**src/rtl/ysyx_25050147_mem_arbiter_if.sv**
```systemverilog
// ysyx_25050147 memory arbiter bus bundle.
// IFU and LSU request/response channels plus the shared memory port.
interface ysyx_25050147_mem_arbiter_if #(
  parameter int ADDR_W = 32,
  parameter int DATA_W = 32
);
  logic                ifu_req_valid;
  logic [ADDR_W-1:0]   ifu_req_addr;
  logic                ifu_req_ready;
  logic                ifu_rsp_valid;
  logic [DATA_W-1:0]   ifu_rsp_rdata;
  logic                ifu_rsp_err;

  logic                lsu_req_valid;
  logic [ADDR_W-1:0]   lsu_req_addr;
  logic                lsu_req_wen;
  logic [DATA_W-1:0]   lsu_req_wdata;
  logic [DATA_W/8-1:0] lsu_req_wmask;
  logic                lsu_req_ready;
  logic                lsu_rsp_valid;
  logic [DATA_W-1:0]   lsu_rsp_rdata;
  logic                lsu_rsp_err;

  logic                mem_req_valid;
  logic [ADDR_W-1:0]   mem_req_addr;
  logic                mem_req_wen;
  logic [DATA_W-1:0]   mem_req_wdata;
  logic [DATA_W/8-1:0] mem_req_wmask;
  logic                mem_req_ready;
  logic                mem_rsp_valid;
  logic [DATA_W-1:0]   mem_rsp_rdata;

  // arbiter side
  modport slave (
    input  ifu_req_valid, ifu_req_addr,
    output ifu_req_ready, ifu_rsp_valid,
    output ifu_rsp_rdata, ifu_rsp_err,
    input  lsu_req_valid, lsu_req_addr,
    input  lsu_req_wen, lsu_req_wdata,
    input  lsu_req_wmask,
    output lsu_req_ready, lsu_rsp_valid,
    output lsu_rsp_rdata, lsu_rsp_err,
    output mem_req_valid, mem_req_addr,
    output mem_req_wen, mem_req_wdata,
    output mem_req_wmask,
    input  mem_req_ready, mem_rsp_valid,
    input  mem_rsp_rdata
  );

  // requesters and memory side
  modport master (
    output ifu_req_valid, ifu_req_addr,
    input  ifu_req_ready, ifu_rsp_valid,
    input  ifu_rsp_rdata, ifu_rsp_err,
    output lsu_req_valid, lsu_req_addr,
    output lsu_req_wen, lsu_req_wdata,
    output lsu_req_wmask,
    input  lsu_req_ready, lsu_rsp_valid,
    input  lsu_rsp_rdata, lsu_rsp_err,
    input  mem_req_valid, mem_req_addr,
    input  mem_req_wen, mem_req_wdata,
    input  mem_req_wmask,
    output mem_req_ready, mem_rsp_valid,
    output mem_rsp_rdata
  );
endinterface

```
**src/rtl/ysyx_25050147_mem_arbiter.sv**
```systemverilog
// ysyx_25050147 IFU/LSU memory arbiter.
// Round-robin grant, one outstanding transaction, watchdog timeout.
module ysyx_25050147_mem_arbiter #(
  parameter int ADDR_W      = 32,
  parameter int DATA_W      = 32,
  parameter int TIMEOUT_CYC = 255
) (
  input  logic clk,
  input  logic rst,
  ysyx_25050147_mem_arbiter_if.slave bus,
  output logic busy
);
  localparam int MW = DATA_W / 8;
  localparam int CW = $clog2(TIMEOUT_CYC);
  localparam logic [CW-1:0] CNT_LAST = CW'(TIMEOUT_CYC - 1);

  localparam logic [1:0] S_IDLE = 2'd0;
  localparam logic [1:0] S_REQ  = 2'd1;
  localparam logic [1:0] S_WAIT = 2'd2;

  logic [1:0]        state;
  logic              grant;
  logic              last_grant;
  logic [CW-1:0]     cnt;
  logic [ADDR_W-1:0] p_addr;
  logic              p_wen;
  logic [DATA_W-1:0] p_wdata;
  logic [MW-1:0]     p_wmask;

  logic in_idle;
  logic in_req;
  logic in_wait;
  logic pick_lsu;
  logic accept;
  logic done;
  logic tmo;
  logic fire;

  assign in_idle = (state == S_IDLE);
  assign in_req  = (state == S_REQ);
  assign in_wait = (state == S_WAIT);

  // grant bit 1 means LSU; on a tie the loser of last time wins
  assign pick_lsu = bus.lsu_req_valid &
                    (~bus.ifu_req_valid | ~last_grant);
  assign accept   = in_idle & ~rst &
                    (bus.ifu_req_valid | bus.lsu_req_valid);

  assign done = in_wait & bus.mem_rsp_valid;
  assign tmo  = ~in_idle & (cnt == CNT_LAST) & ~done;
  assign fire = done | tmo;

  assign bus.ifu_req_ready = accept & ~pick_lsu;
  assign bus.lsu_req_ready = accept & pick_lsu;

  assign bus.ifu_rsp_valid = fire & ~grant;
  assign bus.ifu_rsp_err   = tmo & ~grant;
  assign bus.ifu_rsp_rdata = (done & ~grant) ?
                             bus.mem_rsp_rdata : '0;

  assign bus.lsu_rsp_valid = fire & grant;
  assign bus.lsu_rsp_err   = tmo & grant;
  assign bus.lsu_rsp_rdata = (done & grant) ?
                             bus.mem_rsp_rdata : '0;

  assign bus.mem_req_valid = in_req & ~tmo;
  assign bus.mem_req_addr  = p_addr;
  assign bus.mem_req_wen   = p_wen;
  assign bus.mem_req_wdata = p_wdata;
  assign bus.mem_req_wmask = p_wmask;

  assign busy = ~in_idle;

  // sequencing: accept -> REQ -> WAIT -> IDLE, watchdog exits early
  always_ff @(posedge clk or posedge rst) begin
    if (rst) begin
      state      <= S_IDLE;
      grant      <= 1'b0;
      last_grant <= 1'b1;
    end else begin
      unique case (1'b1)
        in_req: begin
          if (tmo)
            state <= S_IDLE;
          else if (bus.mem_req_ready)
            state <= S_WAIT;
        end
        in_wait: begin
          if (fire)
            state <= S_IDLE;
        end
        default: begin
          if (accept) begin
            state      <= S_REQ;
            grant      <= pick_lsu;
            last_grant <= pick_lsu;
          end
        end
      endcase
    end
  end

  // payload latch at acceptance and watchdog cycle counter
  always_ff @(posedge clk or posedge rst) begin
    if (rst) begin
      cnt     <= '0;
      p_addr  <= '0;
      p_wen   <= 1'b0;
      p_wdata <= '0;
      p_wmask <= '0;
    end else if (accept) begin
      cnt <= '0;
      if (pick_lsu) begin
        p_addr  <= bus.lsu_req_addr;
        p_wen   <= bus.lsu_req_wen;
        p_wdata <= bus.lsu_req_wdata;
        p_wmask <= bus.lsu_req_wmask;
      end else begin
        p_addr  <= bus.ifu_req_addr;
        p_wen   <= 1'b0;
        p_wdata <= '0;
        p_wmask <= '0;
      end
    end else if (~in_idle & ~fire) begin
      cnt <= cnt + CW'(1);
    end
  end
endmodule
```
**src/flat_wrapper.sv**
```systemverilog
// flat-port wrapper written by rule: the top's interface ports become plain ports
module ysyx_25050147_mem_arbiter_flat 
#(
  parameter int ADDR_W      = 32,
  parameter int DATA_W      = 32,
  parameter int TIMEOUT_CYC = 255
)
  (clk, rst, busy, bus_ifu_req_valid, bus_ifu_req_addr, bus_ifu_req_ready, bus_ifu_rsp_valid, bus_ifu_rsp_rdata, bus_ifu_rsp_err, bus_lsu_req_valid, bus_lsu_req_addr, bus_lsu_req_wen, bus_lsu_req_wdata, bus_lsu_req_wmask, bus_lsu_req_ready, bus_lsu_rsp_valid, bus_lsu_rsp_rdata, bus_lsu_rsp_err, bus_mem_req_valid, bus_mem_req_addr, bus_mem_req_wen, bus_mem_req_wdata, bus_mem_req_wmask, bus_mem_req_ready, bus_mem_rsp_valid, bus_mem_rsp_rdata);
  ysyx_25050147_mem_arbiter_if #(.ADDR_W(ADDR_W), .DATA_W(DATA_W)) bus_i ();
  input  logic clk;
  input  logic rst;
  output logic busy;
  input wire logic [$bits(bus_i.ifu_req_valid)-1:0] bus_ifu_req_valid;
  input wire logic [$bits(bus_i.ifu_req_addr)-1:0] bus_ifu_req_addr;
  output wire logic [$bits(bus_i.ifu_req_ready)-1:0] bus_ifu_req_ready;
  output wire logic [$bits(bus_i.ifu_rsp_valid)-1:0] bus_ifu_rsp_valid;
  output wire logic [$bits(bus_i.ifu_rsp_rdata)-1:0] bus_ifu_rsp_rdata;
  output wire logic [$bits(bus_i.ifu_rsp_err)-1:0] bus_ifu_rsp_err;
  input wire logic [$bits(bus_i.lsu_req_valid)-1:0] bus_lsu_req_valid;
  input wire logic [$bits(bus_i.lsu_req_addr)-1:0] bus_lsu_req_addr;
  input wire logic [$bits(bus_i.lsu_req_wen)-1:0] bus_lsu_req_wen;
  input wire logic [$bits(bus_i.lsu_req_wdata)-1:0] bus_lsu_req_wdata;
  input wire logic [$bits(bus_i.lsu_req_wmask)-1:0] bus_lsu_req_wmask;
  output wire logic [$bits(bus_i.lsu_req_ready)-1:0] bus_lsu_req_ready;
  output wire logic [$bits(bus_i.lsu_rsp_valid)-1:0] bus_lsu_rsp_valid;
  output wire logic [$bits(bus_i.lsu_rsp_rdata)-1:0] bus_lsu_rsp_rdata;
  output wire logic [$bits(bus_i.lsu_rsp_err)-1:0] bus_lsu_rsp_err;
  output wire logic [$bits(bus_i.mem_req_valid)-1:0] bus_mem_req_valid;
  output wire logic [$bits(bus_i.mem_req_addr)-1:0] bus_mem_req_addr;
  output wire logic [$bits(bus_i.mem_req_wen)-1:0] bus_mem_req_wen;
  output wire logic [$bits(bus_i.mem_req_wdata)-1:0] bus_mem_req_wdata;
  output wire logic [$bits(bus_i.mem_req_wmask)-1:0] bus_mem_req_wmask;
  input wire logic [$bits(bus_i.mem_req_ready)-1:0] bus_mem_req_ready;
  input wire logic [$bits(bus_i.mem_rsp_valid)-1:0] bus_mem_rsp_valid;
  input wire logic [$bits(bus_i.mem_rsp_rdata)-1:0] bus_mem_rsp_rdata;
  assign bus_i.ifu_req_valid = bus_ifu_req_valid;
  assign bus_i.ifu_req_addr = bus_ifu_req_addr;
  assign bus_ifu_req_ready = bus_i.ifu_req_ready;
  assign bus_ifu_rsp_valid = bus_i.ifu_rsp_valid;
  assign bus_ifu_rsp_rdata = bus_i.ifu_rsp_rdata;
  assign bus_ifu_rsp_err = bus_i.ifu_rsp_err;
  assign bus_i.lsu_req_valid = bus_lsu_req_valid;
  assign bus_i.lsu_req_addr = bus_lsu_req_addr;
  assign bus_i.lsu_req_wen = bus_lsu_req_wen;
  assign bus_i.lsu_req_wdata = bus_lsu_req_wdata;
  assign bus_i.lsu_req_wmask = bus_lsu_req_wmask;
  assign bus_lsu_req_ready = bus_i.lsu_req_ready;
  assign bus_lsu_rsp_valid = bus_i.lsu_rsp_valid;
  assign bus_lsu_rsp_rdata = bus_i.lsu_rsp_rdata;
  assign bus_lsu_rsp_err = bus_i.lsu_rsp_err;
  assign bus_mem_req_valid = bus_i.mem_req_valid;
  assign bus_mem_req_addr = bus_i.mem_req_addr;
  assign bus_mem_req_wen = bus_i.mem_req_wen;
  assign bus_mem_req_wdata = bus_i.mem_req_wdata;
  assign bus_mem_req_wmask = bus_i.mem_req_wmask;
  assign bus_i.mem_req_ready = bus_mem_req_ready;
  assign bus_i.mem_rsp_valid = bus_mem_rsp_valid;
  assign bus_i.mem_rsp_rdata = bus_mem_rsp_rdata;
  ysyx_25050147_mem_arbiter #(.ADDR_W(ADDR_W), .DATA_W(DATA_W), .TIMEOUT_CYC(TIMEOUT_CYC)) u_core (.clk(clk), .rst(rst), .bus(bus_i), .busy(busy));
endmodule
```
**config.mk**
```make
export PLATFORM = sky130hd
export DESIGN_NAME = ysyx_25050147_mem_arbiter_flat
export DESIGN_NICKNAME = d
export VERILOG_FILES = /design/src/rtl/ysyx_25050147_mem_arbiter_if.sv /design/src/rtl/ysyx_25050147_mem_arbiter.sv /design/src/flat_wrapper.sv
export SDC_FILE = /design/constraint.sdc
export NUM_CORES = 1
export LEC_CHECK = 0
export ABC_AREA = 1
export ABC_CLOCK_PERIOD_IN_PS = 8700
export BUFFER_PORTS_ARGS = -buffer_cell sky130_fd_sc_hd__buf_2
export CAP_MARGIN = 20
export CORE_AREA = 5 5 106 108
export DETAILED_ROUTE_END_ITERATION = 8
export DIE_AREA = 0 0 111 113
export GPL_TIMING_DRIVEN = 0
export HOLD_SLACK_MARGIN = 0.02
export PLACE_DENSITY = 0.73
export SYNTH_ARGS = -nofsm -noshare
export SYNTH_HDL_FRONTEND = slang
export SYNTH_SLANG_ARGS = --single-unit
export TNS_END_PERCENT = 50
```
**constraint.sdc**
```tcl
create_clock -name clk -period 8.7 [get_ports clk]
set_input_delay 1.305 -clock clk [delete_from_list [all_inputs] [get_ports clk]]
set_output_delay 1.305 -clock clk [all_outputs]
set_load 0.01 [all_outputs]
```
==> results.sh, run 1 <==
export IMPL_run_status="complete, no violations"
export IMPL_dp_hpwl_um=11780
export IMPL_slew_violations=0
export IMPL_synth_fp_nets=588
export IMPL_wl_per_cell_um=16.32
export IMPL_yosys_warnings=0
export IMPL_synth_area_per_cell_um2=8.702
export IMPL_cts_setup_buffers=0
export IMPL_first_pass_iters=4
export IMPL_power_mw=1.687
export IMPL_nNetsFinal=879
export IMPL_area_sequential_um2=2028
export IMPL_grt_pass1_vias=4276
export IMPL_max_clock_path_buffers=2
export IMPL_grt_max_degree=64
export IMPL_worst_pin_slew_ns=0.4786
export IMPL_gp_congestion=1.020
export IMPL_finalCritPeriodShare_pct=48.43
export IMPL_placed_cells=860
export IMPL_ant_nets=0
export IMPL_drt_iter0_drc=209
export IMPL_grt_total_usage_pct=22.15
export IMPL_synth_edf_count=0
export IMPL_cts_tree="done"
export IMPL_die_y_um=113
export IMPL_htreeDepth=3
export IMPL_synthFlopType="dfrtp_1"
export IMPL_crit_type="input port to output port"
export IMPL_syn_inst=444
export IMPL_row_count=37
export IMPL_synth_most_common_cell="nand2_1"
export IMPL_ys_top_cells_by_count="nand2_1 (105), dfrtp_1 (80), nor2_1 (68), inv_1 (50), a22o_1 (37)"
export IMPL_core_area_um2=10140
export IMPL_hold_viol_final=0
export IMPL_cp_end_kind="output port"
export IMPL_port_buffers=279
export IMPL_critPathArrivalTime_ns=2.91
export IMPL_synth_async_sr_flop_share_pct=100.0
export IMPL_clock_sinks=81
export IMPL_synth_largest_area_cell="dfrtp_1"
export IMPL_hold_path_class="flop to flop"
export IMPL_grt_pass1_wl_um=21910
export IMPL_synth_seq_cells=81
export IMPL_worstPathRequired_ns=7.39
export IMPL_vias_per_cell=4.722
export IMPL_area_growth_pct=47.54
export IMPL_ioPinCount=280
export IMPL_cap_violations=0
export IMPL_clk_pin_slew_ns=0.08
export IMPL_fin_area_um2=5700
export IMPL_powerDensity_nw_per_um2=296.0
export IMPL_insertion_delay_ns=0.36
export IMPL_stdcell_count=881
export IMPL_drive_above_1_share_pct=44.19
export IMPL_placed_area_um2=5460
export IMPL_relSlewSlack_pct=68.10
export IMPL_path_max_fanout=63
export IMPL_drc=0
export IMPL_start_util_pct=38.11
export IMPL_fin_crit_ns=4.213
export IMPL_seq_area_frac_synth_pct=52.49
export IMPL_netlist_top_cells_area="dfrtp_1 (52%), nand2_1 (10%), a22o_1 (8.4%), nor2_1 (6.6%), inv_1 (4.9%)"
export IMPL_fmax_ghz=0.2374
export IMPL_ys_types=28
export IMPL_finalSetupViolations=0
export IMPL_vias=4160
export IMPL_skew_ns=0.01192
export IMPL_multiInputGateArea_um2=1503
export IMPL_filler_cell_count=955
export IMPL_wl_um=14380
export IMPL_cts_resized=0
export IMPL_overflow=0
export IMPL_die_area_um2=12540
export IMPL_tns_ns=0
export IMPL_syn_area_um2=3864
export IMPL_peakVddDrop_mv=0.1548
export IMPL_rsz0062_at_grt="no"
export IMPL_synth_top_area_share_pct=51.81
export IMPL_cts_buffers=9
export IMPL_postCtsHoldBufs=0
export IMPL_fin_util_pct=56.23
export IMPL_p_leak_nw=3.486
export IMPL_antenna_found_initial=4
export IMPL_cts_root_buf="clkbuf_8"
export IMPL_startpoint_type="input port"
export IMPL_dieWidth_um=111
## through the flow
step	hold slack [ns]	worst slack, ns
5_1_grt	0.5195	4.285
3_5_place_dp	0.4816	4.433
3_3_place_gp	0.4796	2.244
4_1_cts	0.5046	4.430
2_1_floorplan	0.4666	3.627
6_report	0.4965	4.487
## worst paths after layout
| kind | endpoint | cells after the start | start | slack (ns) |
|---|---|---|---|---|
| worst max-delay path | bus_ifu_req_ready | 7 | rst | 4.49 |
| worst min-delay path | u_core.bus.mem_req_addr[8] | 2 | u_core.bus.mem_req_addr[8] | 0.50 |
| worst max register to register | u_core.state[1] | 10 | u_core.state[0] | 6.96 |
| worst min register to register | u_core.bus.mem_req_addr[8] | 2 | u_core.bus.mem_req_addr[8] | 0.50 |
| max in group asynchronous | u_core.last_grant | 3 | rst | 7.18 |
| min in group asynchronous | u_core.bus.mem_req_wdata[21] | 2 | rst | 0.88 |
## power by group
group | switching, mW | internal (mW)
Clock | 0.143 | 0.172
Sequential | 0.0984 | 0.540
Combinational | 0.421 | 0.313
Total | 0.662 | 1.03
## state kept, by name, indices dropped and copies added (netlist names)
name	cells
u_core.bus.mem_req_wdata	32
u_core.bus.mem_req_addr	32
u_core.state	2
u_core.bus.mem_req_wmask	4
u_core.grant	1
u_core.last_grant	1
u_core.bus.mem_req_wen	1
u_core.cnt	8
## logic make-up after synthesis
logic type	after synthesis	share of synthesized area, %
compound gates	75	15.03
xor+xnor	3	0.6802
fa+ha+maj	5	1.619
buf+inv	77	8.614
flops	81	52.49
simple gates	203	21.57
## area by class of cell
cell class / count / share of cell area, %
inverters: 53 / 3.534
flip-flops and latches: 81 / 35.58
plain buffers: 24 / 2.349
clock buffers: 11 / 2.480
multi-input cells: 286 / 26.36
repair buffers: 280 / 24.98
diodes: 5 / 0.2195
clock inverters: 5 / 1.514
well taps: 136 / 2.985
## routing by layer
layer | wire, um | up-vias | GRT usage (%)
li1 | - | 2018 | -
met1 | 4964 | 1902 | 22.84
met2 | 7414 | 211 | 39.36
met3 | 1442 | 29 | 7.914
met4 | 554 | 0 | 12.07
met5 | 0 | - | 0
## critical path: stages
cell and delay, ns:
buf_2 0.11, inv_4 0.22, buf_16 0.33, nand3_4 0.22, nor2_2 0.29, buf_4 0.23, buf_2 0.14
## placed cells by master (no fill, tap or decap), types with 3 or more instances in the layout
| cell | instances |
|---|---|
| nor2_1 | 68 |
| inv_1 | 49 |
| o21ai_0 | 7 |
| nand2_1 | 105 |
| dfrtp_1 | 80 |
| a22oi_1 | 23 |
| buf_4 | 3 |
| clkbuf_8 | 10 |
| clkbuf_1 | 6 |
| xor2_1 | 3 |
| diode_2 | 5 |
| o21ai_1 | 3 |
| buf_2 | 293 |
| nand3_1 | 20 |
| nand2_2 | 3 |
| a22o_1 | 37 |
| ha_1 | 5 |
| inv_2 | 3 |
Power figures use the tool's default switching activity.
==> inputs of run 2 (changes only) <==
--- a/config.mk
+++ b/config.mk
@@ -6,7 +6,7 @@
 export NUM_CORES = 1
 export LEC_CHECK = 0
 export ABC_AREA = 1
-export ABC_CLOCK_PERIOD_IN_PS = 8700
+export ABC_CLOCK_PERIOD_IN_PS = 4300
 export BUFFER_PORTS_ARGS = -buffer_cell sky130_fd_sc_hd__buf_2
 export CAP_MARGIN = 20
 export CORE_AREA = 5 5 106 108
==> constraint.sdc (replaced) <==
create_clock -name clk -period 4.3 [get_ports clk]
set_input_delay 0.645 -clock clk [delete_from_list [all_inputs] [get_ports clk]]
set_output_delay 0.645 -clock clk [all_outputs]
set_load 0.01 [all_outputs]
==> run 2 against run 1 <==
Effect of this change:
- count of clock-buffer cells in the layout did not move
- sequential power rose by 100%
- clock power rose by 100%
- wire length barely moved
- critical path depth did not move
- via count rose by 0.14%
- cell area barely moved
- largest cell class unchanged
==> results.sh, run 2 (synthesis results as in run 1) <==
export IMPL_port_buffers=279
export IMPL_cts_tree="done"
export IMPL_die_y_um=113
export IMPL_multiInputGateArea_um2=1503
export IMPL_rsz0062_at_grt="no"
export IMPL_postCtsHoldBufs=0
export IMPL_path_buf_inv=5
export IMPL_pre_cts_slack_ns=1.353
export IMPL_cp_cell_sequence="buf_2 -> inv_4 -> buf_16 -> nand3_4 -> nor2_2 -> buf_4 -> buf_2"
export IMPL_insertion_delay_ns=0.36
export IMPL_area_sequential_um2=2028
export IMPL_skew_ns=0.01199
export IMPL_drive_above_1_share_pct=44.19
export IMPL_hold_path_class="input port to asynchronous set/reset pin"
export IMPL_fin_util_pct=56.20
export IMPL_first_pass_iters=4
export IMPL_stdcell_count=880
export IMPL_clk_pin_slew_ns=0.09
export IMPL_worst_pin_slew_ns=0.4785
export IMPL_rrSetupSlack_ns=2.56
export IMPL_grt_max_degree=64
export IMPL_drt_iter0_drc=219
export IMPL_row_count=37
export IMPL_clock_sinks=81
export IMPL_start_util_pct=38.11
export IMPL_grt_total_usage_pct=22.17
export IMPL_grt_pass1_wl_um=21940
export IMPL_rr_endpoint="u_core.state[1]"
export IMPL_grtUsageMet2_pct=39.56
export IMPL_area_growth_pct=47.47
export IMPL_power_mw=3.413
export IMPL_busiest_layer="met2"
export IMPL_antenna_found_initial=4
export IMPL_startpoint_type="input port"
export IMPL_ant_nets=0
export IMPL_hold_viol_final=0
export IMPL_die_area_um2=12540
export IMPL_placed_cells=860
export IMPL_overflow=0
export IMPL_max_clock_path_buffers=2
export IMPL_relSlewSlack_pct=68.10
export IMPL_cts_setup_buffers=0
export IMPL_p_leak_nw=3.486
export IMPL_cts_resized=0
export IMPL_fin_ws_ns=1.407
export IMPL_crit_end="bus_ifu_req_ready"
export IMPL_grt_pass1_vias=4272
export IMPL_fin_crit_ns=2.893
export IMPL_fmax_ghz=0.3457
export IMPL_final_cell_mix="buf_2 (293), nand2_1 (105), dfrtp_1 (80), nor2_1 (68), inv_1 (49)"
export IMPL_use_met1_pct=22.90
export IMPL_crit_top_cell="buf_2"
export IMPL_gp_congestion=1.020
export IMPL_filler_cell_count=955
export IMPL_layout_commonest_cell="buf_2"
export IMPL_finalCritPeriodShare_pct=67.28
export IMPL_cap_violations=0
export IMPL_run_status="complete, no violations"
export IMPL_r2r_start="u_core.state[0]"
export IMPL_wl_um=14380
export IMPL_path_max_fanout=63
export IMPL_cts_buffers=9
export IMPL_peakVddDrop_mv=0.3132
export IMPL_cts_root_buf="clkbuf_8"
export IMPL_dp_hpwl_um=11780
export IMPL_powerDensity_nw_per_um2=599.0
export IMPL_dieWidth_um=111
export IMPL_drc=0
export IMPL_wl_per_cell_um=16.34
export IMPL_grt_use_met3_pct=7.914
export IMPL_critPathMaxStageDelay_ns=0.33
export IMPL_reg2reg_depth=10
export IMPL_core_area_um2=10140
export IMPL_critPathTopFamily="buffers and inverters"
export IMPL_timing_hold_ws_ns=0.2268
export IMPL_worstPathRequired_ns=3.65
export IMPL_crit_cells=7
export IMPL_vias=4166
export IMPL_ioPinCount=280
export IMPL_cp_end_kind="output port"
export IMPL_crit_type="input port to output port"
export IMPL_finalSetupViolations=0
export IMPL_critPathArrivalTime_ns=2.25
export IMPL_cp_slowest_cell="buf_16"
export IMPL_slew_violations=0
export IMPL_htreeDepth=3
export IMPL_nNetsFinal=879
export IMPL_critical_path_startpoint="rst"
export IMPL_vias_per_cell=4.734
## run 2: cell count changes in the layout (fill, tap and decap cells not counted), sizes merged
cell	previous run	this run
diode	5	4
## run 2: where the power goes
part | leakage [nW] | switching (mW) | internal [mW] | total (mW)
Combinational | 2.34 | 0.851 | 0.634 | 1.49
Clock | 0.115 | 0.288 | 0.348 | 0.636
Sequential | 1.03 | 0.199 | 1.09 | 1.29
## run 2: layout make-up
cell class / count / area share [%]
Antenna cell: 4 / 0.1757
Buffer: 24 / 2.350
Timing Repair Buffer: 280 / 24.99
Sequential cell: 81 / 35.60
Inverter: 53 / 3.535
Clock buffer: 11 / 2.481
Clock inverter: 5 / 1.515
Multi-Input combinational cell: 286 / 26.37
Tap cell: 136 / 2.986
## run 2: per-layer routing
layer | vias to the layer above | routed length, um
met5 | - | 0
met4 | 0 | 572
met3 | 32 | 1434
met2 | 208 | 7391
met1 | 1909 | 4977
li1 | 2017 | -
## run 2: worst min path at each step
stage	startpoint	to	slack, ns
floorplan	u_core.state[1]	u_core.state[1]	0.47
finish	rst	u_core.bus.mem_req_wdata[12]	0.23
CTS	rst	u_core.bus.mem_req_wdata[21]	0.22
global route	rst	u_core.bus.mem_req_wdata[20]	0.24
detailed placement	u_core.bus.mem_req_addr[13]	u_core.bus.mem_req_addr[13]	0.48
global placement	u_core.bus.mem_req_addr[18]	u_core.bus.mem_req_addr[18]	0.48
## run 2: stage by stage
stage | TNS [ns] | cell area (um2)
after floorplan | 0 | 3864
after global placement | -13.11 | 5430
after detailed placement | 0 | 5460
after CTS | 0 | 5688
after global routing | 0 | 5698
final | 0 | 5698
